===== config.mk =====
export PLATFORM = sky130hd
export DESIGN_NAME = maxpool_sched
export DESIGN_NICKNAME = d
export VERILOG_FILES = /design/src/rtl/maxpool_sched.sv
export SDC_FILE = /design/constraint.sdc
export NUM_CORES = 1
export LEC_CHECK = 0
export ABC_AREA = 1
export BUFFER_PORTS_ARGS = -buffer_cell sky130_fd_sc_hd__buf_2
export CAP_MARGIN = 20
export CELL_PAD_IN_SITES_DETAIL_PLACEMENT = 0
export CELL_PAD_IN_SITES_GLOBAL_PLACEMENT = 1
export CORE_MARGIN = 2
export CORE_UTILIZATION = 43
export DETAILED_ROUTE_END_ITERATION = 6
export GPL_ROUTABILITY_DRIVEN = 0
export HOLD_SLACK_MARGIN = 0.12
export PLACE_DENSITY = 0.94
export SYNTH_ARGS = -nofsm -noshare
export SYNTH_HDL_FRONTEND = slang
export SYNTH_SLANG_ARGS = --single-unit

===== constraint.sdc =====
create_clock -name clk -period 2.83 [get_ports clk]
set_input_delay 0.4245 -clock clk [delete_from_list [all_inputs] [get_ports clk]]
set_output_delay 0.4245 -clock clk [all_outputs]
set_load 0.01 [all_outputs]

===== src/rtl/maxpool_sched.sv =====
// maxpool_sched: 2x2, stride-2 max-pool sequencer between the conv-result
// memory and the pooled-feature buffer.
// Optional build macro MAXPOOL_RELU_EN: clamps negative maxima to 0 (fused ReLU).
// Pipeline: p0 = address/ren, p1 = memory data valid, p2 = registered max/write.
module maxpool_sched #(
  parameter int N_C        = 26,
  parameter int N_R        = 26,
  parameter int ADDR_W     = 10,
  parameter int DATA_W     = 8,
  parameter int OUT_ADDR_W = 8
) (
  input  logic                  clk,
  input  logic                  rst,
  input  logic                  start,
  output logic                  busy,
  output logic                  done,
  output logic                  mem_ren,
  output logic [ADDR_W-1:0]     mem_radd1,
  output logic [ADDR_W-1:0]     mem_radd2,
  input  logic [DATA_W-1:0]     mem_rdata0,
  input  logic [DATA_W-1:0]     mem_rdata1,
  input  logic [DATA_W-1:0]     mem_rdata2,
  input  logic [DATA_W-1:0]     mem_rdata3,
  output logic                  pool_wen,
  output logic [OUT_ADDR_W-1:0] pool_wadd,
  output logic [DATA_W-1:0]     pool_wdata
);

  // Top-left corner of the last complete window; an odd trailing row/column is skipped.
  localparam logic [ADDR_W-1:0] LAST_C = ADDR_W'((N_C / 2 - 1) * 2);
  localparam logic [ADDR_W-1:0] LAST_R = ADDR_W'((N_R / 2 - 1) * 2);
  localparam logic [ADDR_W-1:0] STEP   = ADDR_W'(2);

  typedef enum logic [1:0] {IDLE, RUN, DRAIN} state_t;

  state_t                   state, state_nxt;
  logic [ADDR_W-1:0]        row_p0, col_p0;
  logic                     drain_cnt;
  logic                     last_win;
  logic                     accept;
  logic                     vld_p1;
  logic [OUT_ADDR_W-1:0]    wr_cnt;
  logic signed [DATA_W-1:0] max_p1;
  logic signed [DATA_W-1:0] wr_val_p1;

  function automatic logic signed [DATA_W-1:0] smax(
    input logic signed [DATA_W-1:0] a,
    input logic signed [DATA_W-1:0] b
  );
    return (a > b) ? a : b;
  endfunction

`ifdef MAXPOOL_RELU_EN
  function automatic logic signed [DATA_W-1:0] relu(input logic signed [DATA_W-1:0] a);
    return (a < 0) ? '0 : a;
  endfunction
`endif

  // A start landing on the done cycle is deliberately dropped.
  assign accept   = (state == IDLE) && start && !done;
  assign last_win = (row_p0 == LAST_R) && (col_p0 == LAST_C);

  // State register plus drain counter and done pulse.
  always_ff @(posedge clk or posedge rst) begin
    if (rst) begin
      state     <= IDLE;
      drain_cnt <= 1'b0;
      done      <= 1'b0;
    end else begin
      state     <= state_nxt;
      drain_cnt <= (state == DRAIN) ? ~drain_cnt : 1'b0;
      done      <= (state == DRAIN) && drain_cnt;
    end
  end

  // Next-state decode and control outputs.
  always_comb begin
    state_nxt = state;
    busy      = 1'b0;
    mem_ren   = 1'b0;
    case (state)
      IDLE: begin
        if (accept) state_nxt = RUN;
      end
      RUN: begin
        busy    = 1'b1;
        mem_ren = 1'b1;
        if (last_win) state_nxt = DRAIN;
      end
      DRAIN: begin
        busy = 1'b1;
        if (drain_cnt) state_nxt = IDLE;
      end
      default: state_nxt = IDLE;
    endcase
  end

  // ---- stage p0: window walk; counters freeze on the last window so the address holds.
  always_ff @(posedge clk or posedge rst) begin
    if (rst) begin
      row_p0 <= '0;
      col_p0 <= '0;
    end else if (accept) begin
      row_p0 <= '0;
      col_p0 <= '0;
    end else if (state == RUN && !last_win) begin
      if (col_p0 == LAST_C) begin
        col_p0 <= '0;
        row_p0 <= row_p0 + STEP;
      end else begin
        col_p0 <= col_p0 + STEP;
      end
    end
  end

  assign mem_radd1 = row_p0;
  assign mem_radd2 = col_p0;

  // ---- stage p1: memory has registered the window; track its validity.
  always_ff @(posedge clk or posedge rst) begin
    if (rst) vld_p1 <= 1'b0;
    else     vld_p1 <= mem_ren;
  end

  // Two-level signed compare tree over the returned window.
  always_comb begin
    max_p1 = smax(smax(mem_rdata0, mem_rdata1), smax(mem_rdata2, mem_rdata3));
`ifdef MAXPOOL_RELU_EN
    wr_val_p1 = relu(max_p1);
`else
    wr_val_p1 = max_p1;
`endif
  end

  // ---- stage p2: register the pooled value and its row-major address.
  always_ff @(posedge clk or posedge rst) begin
    if (rst) begin
      pool_wen   <= 1'b0;
      pool_wadd  <= '0;
      pool_wdata <= '0;
      wr_cnt     <= '0;
    end else begin
      pool_wen <= vld_p1;
      if (accept)      wr_cnt <= '0;
      else if (vld_p1) wr_cnt <= wr_cnt + OUT_ADDR_W'(1);
      if (vld_p1) begin
        pool_wadd  <= wr_cnt;
        pool_wdata <= wr_val_p1;
      end
    end
  end

endmodule


==> impl_summary.txt, run 1 <==
----------------------------------------------------
[Outcome]
  Run status ... finished, violations left
  Violated checks ... setup timing

[Global route]
  Number of antenna violations at the first check in global routing ... 0
  Total global routing track utilization ... between 20% and 30%
  Global route hottest layer ... met2
  Routing usage on met3 ... ~4.2%
  Maximum number of pins on one net before global-route repair ... 49
  Total gr overflow ... 0
  GR Util met1 ... 28.2%
  Number of global-route vias before repair ... ~3300
  Wire length of the first global-routing pass ... 14.8 mm
  Met2 track demand over resource in global routing ... roughly 34%

[Logic synthesis]
  Share of synthesized registers carrying an async set or reset ... 100%
  Avg Inst Size Synth ... between 7 and 8 µm²
  Number of flops mapped to enable cells by yosys ... 0
  Top FF cell, synth ... dfrtp_1
  Distinct cells, synth ... 37
  Yosys Warn Count ... 0
  Yosys reg bits ... 48
  Gate Count Post-Synth ... 440
  Sequential element share of the synthesized area ... a little over a third
  Area of the mapped netlist ... approximately 3400 µm²

[Floorplanning]
  Total core area ... 7650 µm²
  Y dimension of the die ... about 90 µm
  Number of cell rows ... 32
  Die span in x ... between 90 and 100 µm
  Number of placed I/O pins ... 75
  Die Area ... around 8600 µm²
  Initial Utilization ... 44.1%

[Critical path]
  Category of cells accounting for the largest share of critical-path delay ... simple AND/OR/NAND/NOR gates
  Number of buffers and inverters on the critical path ... 6
  CP startpoint kind ... primary input
  CP Data Required Time ... 3030 ps
  CP max FO ... 9
  Crit. path cell count ... 21
  Register-to-Register Path Depth ... 7
  Cell with the largest stage delay on the worst path ... ha_1
  Critical-path cell list ... buf_2, inv_1, ha_1, nand2_2, nor2_4, buf_4, nand4_1, buf_6, nand3_4, buf_4, nand2_1, nand2_1, ha_1, nand3_1, nor3b_2, a21o_1, inv_1, nand2_4, nand3_1, nand3_2, nand2_1
  Kind of end point of the critical path ... flop
  Endpoint arrival time on the critical path ... between 3000 and 4000 ps
  CP most frequent cell ... nand2_1
  Peak per-stage delay on the critical path ... between 300 and 400 ps
  WS Path Type ... in2reg

[Clocking]
  Clk sink count ... 48
  Clock transition at path regs ... 90 ps
  CTS tree ... yes
  Deepest clock path buffer count ... 2
  Clock Root Buffer ... clkbuf_8
  Number of levels in the clock H-tree ... 2
  Clk Latency, worst-skew pair ... 310 ps
  Cts bufs inserted ... 5

[Pwr]
  Power consumption ... between 3000 and 4000 µW
  Leak Pwr ... 0.00269 µW
  Worst voltage drop across the vdd grid ... about 0.00040 V
  Total power divided by cell area ... between 600 and 700 nW/µm²

[Final layout]
  Count of inserted antenna diode cells ... 0
  Nets ... around 670
  Multi-input combinational cell area ... between 2000 and 2500 µm²
  Share of cells above drive strength 1 ... between 40% and 50%
  Area grow syn2layout ... 53.2%
  Final cell utilization of the core ... about 68%
  Sequential cell area in the final layout ... between 1000 and 1500 µm²
  Filler cells ... around 600
  Design area ... around 5200 µm²

[Route]
  Via count normalized by instance count ... 5.05
  DRC violation total after the first TritonRoute iteration ... roughly 160
  Wire length after detailed routing ... roughly 10 mm
  First-pass iteration count of the detailed router ... 4
  Post-route DRC ... 0
  Average detailed-routed wire length per instance ... ~14 µm
  Total via count after detailed routing ... roughly 3600
  Number of nets with antenna violations after routing ... 0

[STA]
  Hold Violations, Final ... 0
  Headroom to the max-slew limit ... between 50% and 60%
  Clock tree skew after final layout ... 8.21 ps
  Worst-case setup margin in the final layout ... -95.8 ps
  Total of endpoints with negative setup slack in the final report ... 8
  Worst hold slack after final layout ... roughly 450 ps
  Portion of the clock cycle consumed by the worst path in the final layout ... 103%
  Unrepaired setup endpoints after global routing ... true
  Final number of max-transition violations ... 0
  Transition time of the tightest slew-check pin ... roughly 610 ps
  Shortest clock period the worst path allows after layout ... 2930 ps
  Fmax achieved ... roughly 340 MHz

[Job]
  Number of max-cap violations ... 0

[Min path]
  Worst hold-check path type ... reg2reg
  Hold path depth ... 1

[Place]
  Placed Instance Area ... 4400 µm²
  HPWL after detailed placement ... approximately 6.6 mm
  Buffers added on ports ... 72

----------------------------------------------------
[Yosys cell counts (2+ instances only)]
cell	instances	area, µm²
a21o_1	3	22.5
a21oi_1	15	75.1
and2_1	8	50.1
buf_4	2	15.0
clkbuf_1	4	15.0
dfrtp_1	48	1200
ha_1	30	375
inv_1	58	218
nand2_1	113	424
nand2_2	2	12.5
nand2_4	3	33.8
nand3_1	35	175
nand3_2	3	30.0
nand4_1	27	169
nor2_1	16	60.1
nor2_2	4	25.0
nor3_1	10	50.1
nor3_2	2	20.0
o21ai_0	21	105
o21ai_2	6	52.6
o31ai_1	4	30.0
or2_2	2	12.5
xnor2_1	2	17.5
xor2_1	9	78.8
[cells in the final DEF, fill, tap and decap left out, drive strengths merged]
cell type and instances:
conb 2, nand3 39, nor2 20, ha 30
or2 4, buf 162, nor3b 1, clkbuf 6
nor3 12, bufinv 1, nor4 1, a21oi 15
dlygate4sd3 1, clkinv 1, nand4 27, dfrtp 48
o211ai 1, nand2 118, xnor2 2, o21ai 27
and2 8, a31oi 1, nand3b 1, xor2 9
a21o 3, inv 59, nor4b 1, o31ai 4
[final timing paths]
kind | startpoint | endpoint | slack [ps]
worst max-delay path | mem_rdata1[6] | pool_wdata[6]$_DFFE_PP0P_ | -100
worst min-delay path | drain_cnt$_DFF_PP0_ | drain_cnt$_DFF_PP0_ | 450
min in group asynchronous | rst | drain_cnt$_DFF_PP0_ | 560
worst min register to register | drain_cnt$_DFF_PP0_ | drain_cnt$_DFF_PP0_ | 450
max in group asynchronous | rst | pool_wadd[5]$_DFFE_PP0P_ | 1830
worst max register to register | vld_p1$_DFF_PP0_ | wr_cnt[7]$_DFFE_PP0P_ | 870
[state kept, by name, indices dropped and copies added (netlist names)]
| register | count |
|---|---|
| drain_cnt | 1 |
| pool_wadd | 8 |
| vld_p1 | 1 |
| mem_radd1 | 9 |
| pool_wdata | 8 |
| done | 1 |
| state | 2 |
| pool_wen | 1 |
| mem_radd2 | 9 |
| wr_cnt | 8 |
[metal layers]
metal,wire length [µm],vias up
met2,4850,99
met4,254,0
met3,501,23
met5,0,-
li1,-,1785
met1,4260,1660
[report_power, final]
part / internal, µW / leakage [µW] / switching, µW
Combinational: 726 / 0.00199 / 964
Sequential: 868 / 0.000638 / 203
Clock: 289 / 0.0000614 / 238
[layout make-up]
class	instances	share of cell area (%)
flip-flops and latches	48	23.2
well taps	102	2.47
clock buffers	6	1.60
multi-input cells	326	45.9
repair buffers	163	21.7
clock inverters	2	0.750
inverters	59	4.38
[cells by family (layout without fill, tap and decap cells)]
| family | Yosys count | in the layout | synth area share [%] |
|---|---|---|---|
| buffers and inverters | 68 | 230 | 8.53 |
| AOI/OAI and AO/OA | 51 | 51 | 8.86 |
| xor gates and xnor gates | 11 | 11 | 2.86 |
| other | 1 | 2 | 0.111 |
| DFF | 48 | 48 | 35.6 |
| and+or+nand+nor | 231 | 232 | 32.9 |
| adders and majority gates | 30 | 30 | 11.1 |
[per-stage QoR]
step,std cells,setup slack [ps],setup TNS [ps]
after floorplan,441,11.8,0
after global placement,680,-414,-2990
after detailed placement,680,-522,-3700
after CTS,690,7.02,0
after global routing,706,-212,-1540
final,706,-95.8,-615
[repair_timing]
| item | CTS | global route |
|---|---|---|
| resized for setup | 7 | 100 |
| hold buffers | 0 | 1 |
| buffers inserted | 2 | 13 |
| pin swaps | 3 | 39 |
| setup endpoints to repair | 8 | 8 |
| endpoints found under the hold margin | 0 | 7 |
| cloned | 0 | 1 |
Note: power is estimated with default switching activity, not from simulation.
==> run 2: changes to the inputs <==
--- a/config.mk
+++ b/config.mk
@@ -15,7 +15,7 @@
 export DETAILED_ROUTE_END_ITERATION = 6
 export GPL_ROUTABILITY_DRIVEN = 0
 export HOLD_SLACK_MARGIN = 0.12
-export PLACE_DENSITY = 0.94
+export PLACE_DENSITY = 0.85
 export SYNTH_ARGS = -nofsm -noshare
 export SYNTH_HDL_FRONTEND = slang
 export SYNTH_SLANG_ARGS = --single-unit
==> run 2 against run 1 <==
  * The flow still finishes with violations (setup timing)
  * Global-route usage fell by 0.81 points
  * Clock skew down 4.5 ps
  * Hold slack worse by 7.6 ps
  * Clock-buffer cell count up 1
  * First-iteration DRC count down 15%
  * Setup slack gained 4.2 ps
  * Fmax is 0.14% higher
  * Critical path depth is 1 higher
  * Sequential cell count is the same
  * Utilization up 0.64 points
  * Critical path type unchanged
==> impl_summary.txt, run 2 (synthesis results as in run 1) <==
----------------------------------------------------
[Pwr]
  Worst voltage drop across the vdd grid ... 0.000497 V (was 0.000396 V)
  Total power divided by cell area ... 616 nW/µm² (was 636 nW/µm²)
  Leak Pwr ... 0.00269 µW (about the same)

[Route]
  First-pass iteration count of the detailed router ... 4 (unchanged)
  Via count normalized by instance count ... 5.00 (was 5.05)
  Total via count after detailed routing ... 3497 (was 3567)
  DRC violation total after the first TritonRoute iteration ... 134 (was 157)
  Wire length after detailed routing ... 9.59 mm (was 9.86 mm)
  Number of nets with antenna violations after routing ... 0 (unchanged)
  Post-route DRC ... 0 (unchanged)
  Average detailed-routed wire length per instance ... 13.7 µm (was 14.0 µm)

[Critical path]
  CP max FO ... 8 (was 9)
  Origin of the critical flop-to-flop path ... state[0]$_DFFE_PP0P_ (was vld_p1$_DFF_PP0_)
  Critical-path cell list ... buf_2, ha_4, nand2_2, inv_2, nand2_2, nand2_2, nand2_4, nand3_4, buf_6, nand4_1, and2_4, ha_4, nand2_4, nor2_4, o21ai_1, o211ai_1, nand2_2, a21oi_4, buf_12, nand3_2, nand3_2, nand2_1 (was buf_2, inv_1, ha_1, nand2_2, nor2_4, buf_4, nand4_1, buf_6, nand3_4, buf_4, nand2_1, nand2_1, ha_1, nand3_1, nor3b_2, a21o_1, inv_1, nand2_4, nand3_1, nand3_2, nand2_1)
  Peak per-stage delay on the critical path ... 270 ps (was 310 ps)
  CP most frequent cell ... nand2_2 (was nand2_1)
  CP Data Required Time ... 3020 ps (was 3030 ps)
  CP startpoint kind ... primary input (unchanged)
  Number of buffers and inverters on the critical path ... 4 (was 6)
  Endpoint arrival time on the critical path ... 3110 ps (was 3130 ps)
  Category of cells accounting for the largest share of critical-path delay ... simple AND/OR/NAND/NOR gates (unchanged)
  WS Path Type ... in2reg (unchanged)
  Kind of end point of the critical path ... flop (unchanged)
  Worst setup path startpoint ... mem_rdata2[3] (was mem_rdata1[6])
  Cell with the largest stage delay on the worst path ... ha_4 (was ha_1)

[Global route]
  Number of global-route vias before repair ... 3299 (was 3344)
  Total gr overflow ... 0 (unchanged)
  Maximum number of pins on one net before global-route repair ... 49 (unchanged)
  Wire length of the first global-routing pass ... 14.4 mm (was 14.8 mm)
  Number of antenna violations at the first check in global routing ... 0 (unchanged)
  Total global routing track utilization ... 20.2% (was 21.0%)

[Clocking]
  Clk Latency, worst-skew pair ... 290 ps (was 310 ps)
  Cts bufs inserted ... 5 (unchanged)
  Number of levels in the clock H-tree ... 2 (unchanged)
  Clock transition at path regs ... 80 ps (was 90 ps)
  Clock Root Buffer ... clkbuf_8 (unchanged)
  CTS tree ... yes (unchanged)
  Deepest clock path buffer count ... 2 (unchanged)
  Clk sink count ... 48 (unchanged)

[Min path]
  Worst min-delay path startpoint ... drain_cnt$_DFF_PP0_ (unchanged)
  Worst hold-check path type ... reg2reg (unchanged)

[STA]
  Headroom to the max-slew limit ... 54.4% (was 59.4%)
  Portion of the clock cycle consumed by the worst path in the final layout ... 103% (about the same)
  Hold Violations, Final ... 0 (unchanged)
  Clock tree skew after final layout ... 3.68 ps (was 8.21 ps)
  Fmax achieved ... 342 MHz (about the same)
  Shortest clock period the worst path allows after layout ... 2920 ps (was 2930 ps)
  Worst hold slack after final layout ... 444 ps (was 451 ps)
  Total of endpoints with negative setup slack in the final report ... 8 (unchanged)
  Transition time of the tightest slew-check pin ... 684 ps (was 608 ps)
  Worst-case setup margin in the final layout ... -91.6 ps (was -95.8 ps)
  Unrepaired setup endpoints after global routing ... true (unchanged)
  Final number of max-transition violations ... 0 (unchanged)

[Final layout]
  Final cell utilization of the core ... 68.2% (was 67.6%)
  Area grow syn2layout ... 54.7% (was 53.2%)
  Count of inserted antenna diode cells ... 0 (unchanged)
  Share of cells above drive strength 1 ... 47.6% (was 46.4%)
  Design area ... 5220 µm² (was 5170 µm²)
  Highest-count cells in the layout ignoring fill and taps ... nand2_1 (81), buf_4 (77), buf_2 (63), dfrtp_1 (48), inv_1 (46) (was nand2_1 (83), buf_4 (82), buf_2 (67), dfrtp_1 (48), inv_1 (45))
  Filler cells ... 625 (was 597)
  Nets ... 661 (was 668)
  Final Non-Filler Cells ... 699 (was 706)
  Commonest non-fill, non-tap cell in the layout ... nand2_1 (unchanged)

[Outcome]
  Run status ... finished, violations left (unchanged)
  Violated checks ... setup timing (unchanged)

[Floorplanning]
  Die Area ... 8570 µm² (unchanged)
  Number of cell rows ... 32 (unchanged)
  Number of placed I/O pins ... 75 (unchanged)
  Initial Utilization ... 44.1% (unchanged)
  Total core area ... 7650 µm² (unchanged)
  Die span in x ... 92.6 µm (unchanged)
  Y dimension of the die ... 92.6 µm (unchanged)

[Place]
  HPWL after detailed placement ... 6.62 mm (was 6.64 mm)
  Buffers added on ports ... 72 (unchanged)
  Placed Instance Area ... 4400 µm² (about the same)
  Placed insts ... 679 (was 680)

[Job]
  Number of max-cap violations ... 0 (unchanged)

----------------------------------------------------
[run 2: cell types whose count changed in the layout (fill, tap and decap cells not counted), sizes merged]
cell / change
buf: -7
bufinv: -1
clkbuf: +1
clkinv: -1
clkinvlp: +1
nand2: +1
nand3: -1
[run 2: per-stage QoR]
step | worst slack (ps) | setup TNS (ps) | power [µW]
after floorplan | 11.8 | 0 | 1950
after global placement | -469 | -3380 | 2430
after detailed placement | -509 | -3630 | 2460
after CTS | -5.09 | -9.75 | 2940
after global routing | -211 | -1500 | 3470
final | -91.6 | -595 | 3220
[run 2: final timing paths]
kind / to / slack (ps) / depth (start not counted)
min in group asynchronous: done$_DFF_PP0_ / 540 / 3
max: pool_wdata[4]$_DFFE_PP0P_ / -90 / 22
max in group asynchronous: pool_wadd[2]$_DFFE_PP0P_ / 1840 / 4
max reg2reg: mem_radd1[6]$_DFFE_PP0P_ / 840 / 10
min: drain_cnt$_DFF_PP0_ / 440 / 1
min reg2reg: drain_cnt$_DFF_PP0_ / 440 / 1
[run 2: layout make-up]
| type | instances | area [µm²] | share of cell area, % |
|---|---|---|---|
| repair buffers | 156 | 1100 | 21.0 |
| clock inverters | 1 | 7.51 | 0.144 |
| flip-flops and latches | 48 | 1200 | 23.0 |
| multi-input cells | 326 | 2470 | 47.4 |
| clock buffers | 7 | 86.3 | 1.65 |
| inverters | 59 | 226 | 4.34 |
| well taps | 102 | 128 | 2.45 |
[run 2: report_power, final]
group | total (µW) | internal, µW | switching, µW
clock network | 416 | 199 | 217
logic | 1730 | 741 | 989
registers | 1070 | 868 | 203
total | 3220 | 1810 | 1410
[run 2: what timing repair did]
item	CTS	global route
buffers inserted	2	7
resized for setup	9	124
hold buffers	0	1
endpoints found under the hold margin	0	3
pin swaps	9	57
gates cloned	0	1
setup endpoints to repair	8	8
[run 2: routing by layer]
layer	global-route usage, %	wire length [µm]	up-vias
met3	3.01	338	18
met1	28.4	4310	1625
met2	32.7	4710	75
met4	5.47	231	0
li1	-	-	1779
met5	0	0	-
==> run 3: changes to the inputs <==
--- a/config.mk
+++ b/config.mk
@@ -14,6 +14,7 @@
 export CORE_UTILIZATION = 43
 export DETAILED_ROUTE_END_ITERATION = 6
 export GPL_ROUTABILITY_DRIVEN = 0
+export GPL_TIMING_DRIVEN = 0
 export HOLD_SLACK_MARGIN = 0.12
 export PLACE_DENSITY = 0.85
 export SYNTH_ARGS = -nofsm -noshare
==> run 3 against run 2 <==
  * The run still ends with setup timing left
  * Register-to-register slack got worse by 50 ps
  * Wire length decreased by 5.5%
  * Combinational power decreased by 3%
  * Clock power increased by 1%
  * Final cell count decreased by 7.7%
  * Critical endpoint is now pool_wdata[5]$_DFFE_PP0P_
  * First-iteration DRC count decreased by 43%
  * Non-clock buffer count decreased by 54
  * Fmax increased by 1.3%
  * Cell area decreased by 7.7%
  * Sequential share of layout area increased by 1.9 points
  * Clock-buffer cell count decreased by 1
  * Critical path type unchanged
  * Power decreased by 2.0%
==> impl_summary.txt, run 3 (synthesis results as in run 1) <==
----------------------------------------------------
[Clocking]
  Cts bufs inserted ... 5 (unchanged)
  Clock transition at path regs ... 90 ps (was 80 ps)
  Clk sink count ... 48 (unchanged)
  Number of levels in the clock H-tree ... 2 (unchanged)
  CTS tree ... yes (unchanged)
  Clk Latency, worst-skew pair ... 300 ps (was 290 ps)
  Deepest clock path buffer count ... 2 (unchanged)
  Clock Root Buffer ... clkbuf_8 (unchanged)

[Min path]
  Worst hold-check path type ... reg2reg (unchanged)
  Hold path depth ... 1 (unchanged)

[Critical path]
  Kind of end point of the critical path ... flop (unchanged)
  Origin of the critical flop-to-flop path ... state[0]$_DFFE_PP0P_ (unchanged)
  CP Data Required Time ... 3020 ps (about the same)
  CP startpoint kind ... primary input (unchanged)
  WS Path Type ... in2reg (unchanged)
  Endpoint arrival time on the critical path ... 3080 ps (was 3110 ps)
  Critical path destination ... pool_wdata[5]$_DFFE_PP0P_ (was pool_wdata[4]$_DFFE_PP0P_)
  Critical-path cell list ... buf_6, ha_4, inv_4, or2_1, nor2_2, nand3_4, nand3_4, nand2_4, and2_4, ha_4, nand2_4, nor2_2, o21ai_1, o211ai_1, nand2_1, a21oi_4, buf_12, nand3_1, nand3_2, nand2_1 (was buf_2, ha_4, nand2_2, inv_2, nand2_2, nand2_2, nand2_4, nand3_4, buf_6, nand4_1, and2_4, ha_4, nand2_4, nor2_4, o21ai_1, o211ai_1, nand2_2, a21oi_4, buf_12, nand3_2, nand3_2, nand2_1)
  Crit. path cell count ... 20 (was 22)
  Category of cells accounting for the largest share of critical-path delay ... simple AND/OR/NAND/NOR gates (unchanged)
  Cell with the largest stage delay on the worst path ... ha_4 (unchanged)
  CP max FO ... 8 (unchanged)
  Peak per-stage delay on the critical path ... 280 ps (was 270 ps)
  Setup slack on the worst flop-to-flop path ... 790 ps (was 840 ps)
  Register-to-Register Path Depth ... 9 (was 10)
  Number of buffers and inverters on the critical path ... 3 (was 4)
  Worst setup path startpoint ... mem_rdata2[7] (was mem_rdata2[3])
  Endpoint of the lowest-slack register-to-register path ... wr_cnt[1]$_DFFE_PP0P_ (was mem_radd1[6]$_DFFE_PP0P_)

[Pwr]
  Worst voltage drop across the vdd grid ... 0.000493 V (was 0.000497 V)
  Part of the power in registers ... 33.4% (was 33.3%)
  Leak Pwr ... 0.00243 µW (was 0.00269 µW)
  Sw Ratio ... 44.5% (was 43.8%)
  Reported net switching power ... 1400 µW (was 1410 µW)
  Portion of total power attributed to the clock network ... 13.3% (was 12.9%)
  Cell Int Power ... 1750 µW (was 1810 µW)
  Total power divided by cell area ... 655 nW/µm² (was 616 nW/µm²)
  Logic gate share of total power ... 53.3% (was 53.8%)

[Global route]
  Total global routing track utilization ... 20.1% (was 20.2%)
  Number of antenna violations at the first check in global routing ... 0 (unchanged)
  Total gr overflow ... 0 (unchanged)
  Maximum number of pins on one net before global-route repair ... 38 (was 49)
  Wire length of the first global-routing pass ... 13.9 mm (was 14.4 mm)
  Number of global-route vias before repair ... 3033 (was 3299)

[Outcome]
  Violated checks ... setup timing (unchanged)
  Run status ... finished, violations left (unchanged)

[Route]
  Post-route DRC ... 0 (unchanged)
  First-pass iteration count of the detailed router ... 4 (unchanged)
  Via count normalized by instance count ... 5.08 (was 5.00)
  Wire length after detailed routing ... 9.07 mm (was 9.59 mm)
  Total via count after detailed routing ... 3277 (was 3497)
  DRC violation total after the first TritonRoute iteration ... 77 (was 134)
  Number of nets with antenna violations after routing ... 0 (unchanged)
  Average detailed-routed wire length per instance ... 14.1 µm (was 13.7 µm)

[Final layout]
  Nets ... 608 (was 661)
  Count of inserted antenna diode cells ... 0 (unchanged)
  Commonest non-fill, non-tap cell in the layout ... nand2_1 (unchanged)
  Share of cells above drive strength 1 ... 41.4% (was 47.6%)
  Highest-count cells in the layout ignoring fill and taps ... nand2_1 (84), buf_2 (70), inv_1 (50), dfrtp_1 (48), nand4_1 (27) (was nand2_1 (81), buf_4 (77), buf_2 (63), dfrtp_1 (48), inv_1 (46))
  Area grow syn2layout ... 42.8% (was 54.7%)

[Floorplanning]
  Y dimension of the die ... 92.6 µm (unchanged)
  Initial Utilization ... 44.1% (unchanged)
  Number of cell rows ... 32 (unchanged)
  Total core area ... 7650 µm² (unchanged)
  Number of placed I/O pins ... 75 (unchanged)
  Die span in x ... 92.6 µm (unchanged)
  Die Area ... 8570 µm² (unchanged)

[STA]
  Worst hold slack after final layout ... 448 ps (was 444 ps)
  Total of endpoints with negative setup slack in the final report ... 8 (unchanged)
  Shortest clock period the worst path allows after layout ... 2880 ps (was 2920 ps)
  Final number of max-transition violations ... 0 (unchanged)
  Fmax achieved ... 347 MHz (was 342 MHz)
  Worst-case setup margin in the final layout ... -54.2 ps (was -91.6 ps)
  Transition time of the tightest slew-check pin ... 663 ps (was 684 ps)
  Hold Violations, Final ... 0 (unchanged)
  Portion of the clock cycle consumed by the worst path in the final layout ... 102% (was 103%)
  Headroom to the max-slew limit ... 55.8% (was 54.4%)
  Unrepaired setup endpoints after global routing ... true (unchanged)
  Clock tree skew after final layout ... 9.77 ps (was 3.68 ps)

[Job]
  Number of max-cap violations ... 0 (unchanged)

[Place]
  Worst setup slack after placement ... -569 ps (was -509 ps)
  HPWL after detailed placement ... 6.29 mm (was 6.62 mm)
  Buffers added on ports ... 72 (unchanged)

----------------------------------------------------
==> run 3: how the worst min path moves through the flow <==
stage               slack [ps]                       end           startpoint
finish                     450       drain_cnt$_DFF_PP0_  drain_cnt$_DFF_PP0_
global route               470       drain_cnt$_DFF_PP0_  drain_cnt$_DFF_PP0_
CTS                        450       drain_cnt$_DFF_PP0_  drain_cnt$_DFF_PP0_
detailed placement         380  mem_radd1[8]$_DFFE_PP0P_                  rst
global placement           430       drain_cnt$_DFF_PP0_  drain_cnt$_DFF_PP0_
floorplan                  410       drain_cnt$_DFF_PP0_  drain_cnt$_DFF_PP0_
==> run 3: what timing repair did <==
| item | in CTS | in global routing |
|---|---|---|
| hold endpoints to repair | 11 | 0 |
| cloned | 0 | 2 |
| setup endpoints to repair | 8 | 8 |
| hold buffers | 1 | 0 |
| gates resized for setup | 8 | 112 |
| pin swaps | 6 | 55 |
| buffers inserted | 5 | 14 |
==> run 3: metrics by stage <==
step	power (µW)	utilization [%]	instance area, µm²	cells	setup TNS, ps
2_1_floorplan	1950	-	3430	441	0
3_3_place_gp	2340	51.2	3920	615	-3800
3_5_place_dp	2380	51.5	3940	616	-4320
4_1_cts	2840	53.8	4120	629	-8.81
5_1_grt	3420	63.0	4820	645	-1630
6_report	3150	63.0	4820	645	-293
==> run 3: worst reg2reg max path: cells and delay by family, from the launching register on <==
| family | cells | cell delay [ps] |
|---|---|---|
| buf+inv | 5 | 760 |
| fa+ha+maj | 1 | 170 |
| compound gates | 1 | 220 |
| flops | 1 | 410 |
| simple gates | 2 | 390 |
==> run 3: power by group through the flow <==
stage | Combinational [µW] | Sequential [µW] | Clock, µW
after floorplan | 860 | 1090 | 0
after global placement | 1290 | 1050 | 0
after detailed placement | 1320 | 1060 | 0
after CTS | 1350 | 1050 | 437
final | 1680 | 1050 | 420
after global routing | 1870 | 1080 | 467
==> run 3: cell type report <==
class / count / area (µm²)
sequential: 48 / 1200
inverter: 59 / 226
timing repair buffer: 93 / 572
multi-input combinational: 327 / 2530
tap: 102 / 128
fill: 655 / 2830
clock inverter: 1 / 8.76
buffer: 9 / 66.3
clock buffer: 6 / 82.6
==> run 3: metal layers <==
layer / GRT usage (%) / wire, µm
met5: 0 / 0
met4: 4.73 / 119
met3: 3.42 / 302
met2: 32.9 / 4470
met1: 27.8 / 4170
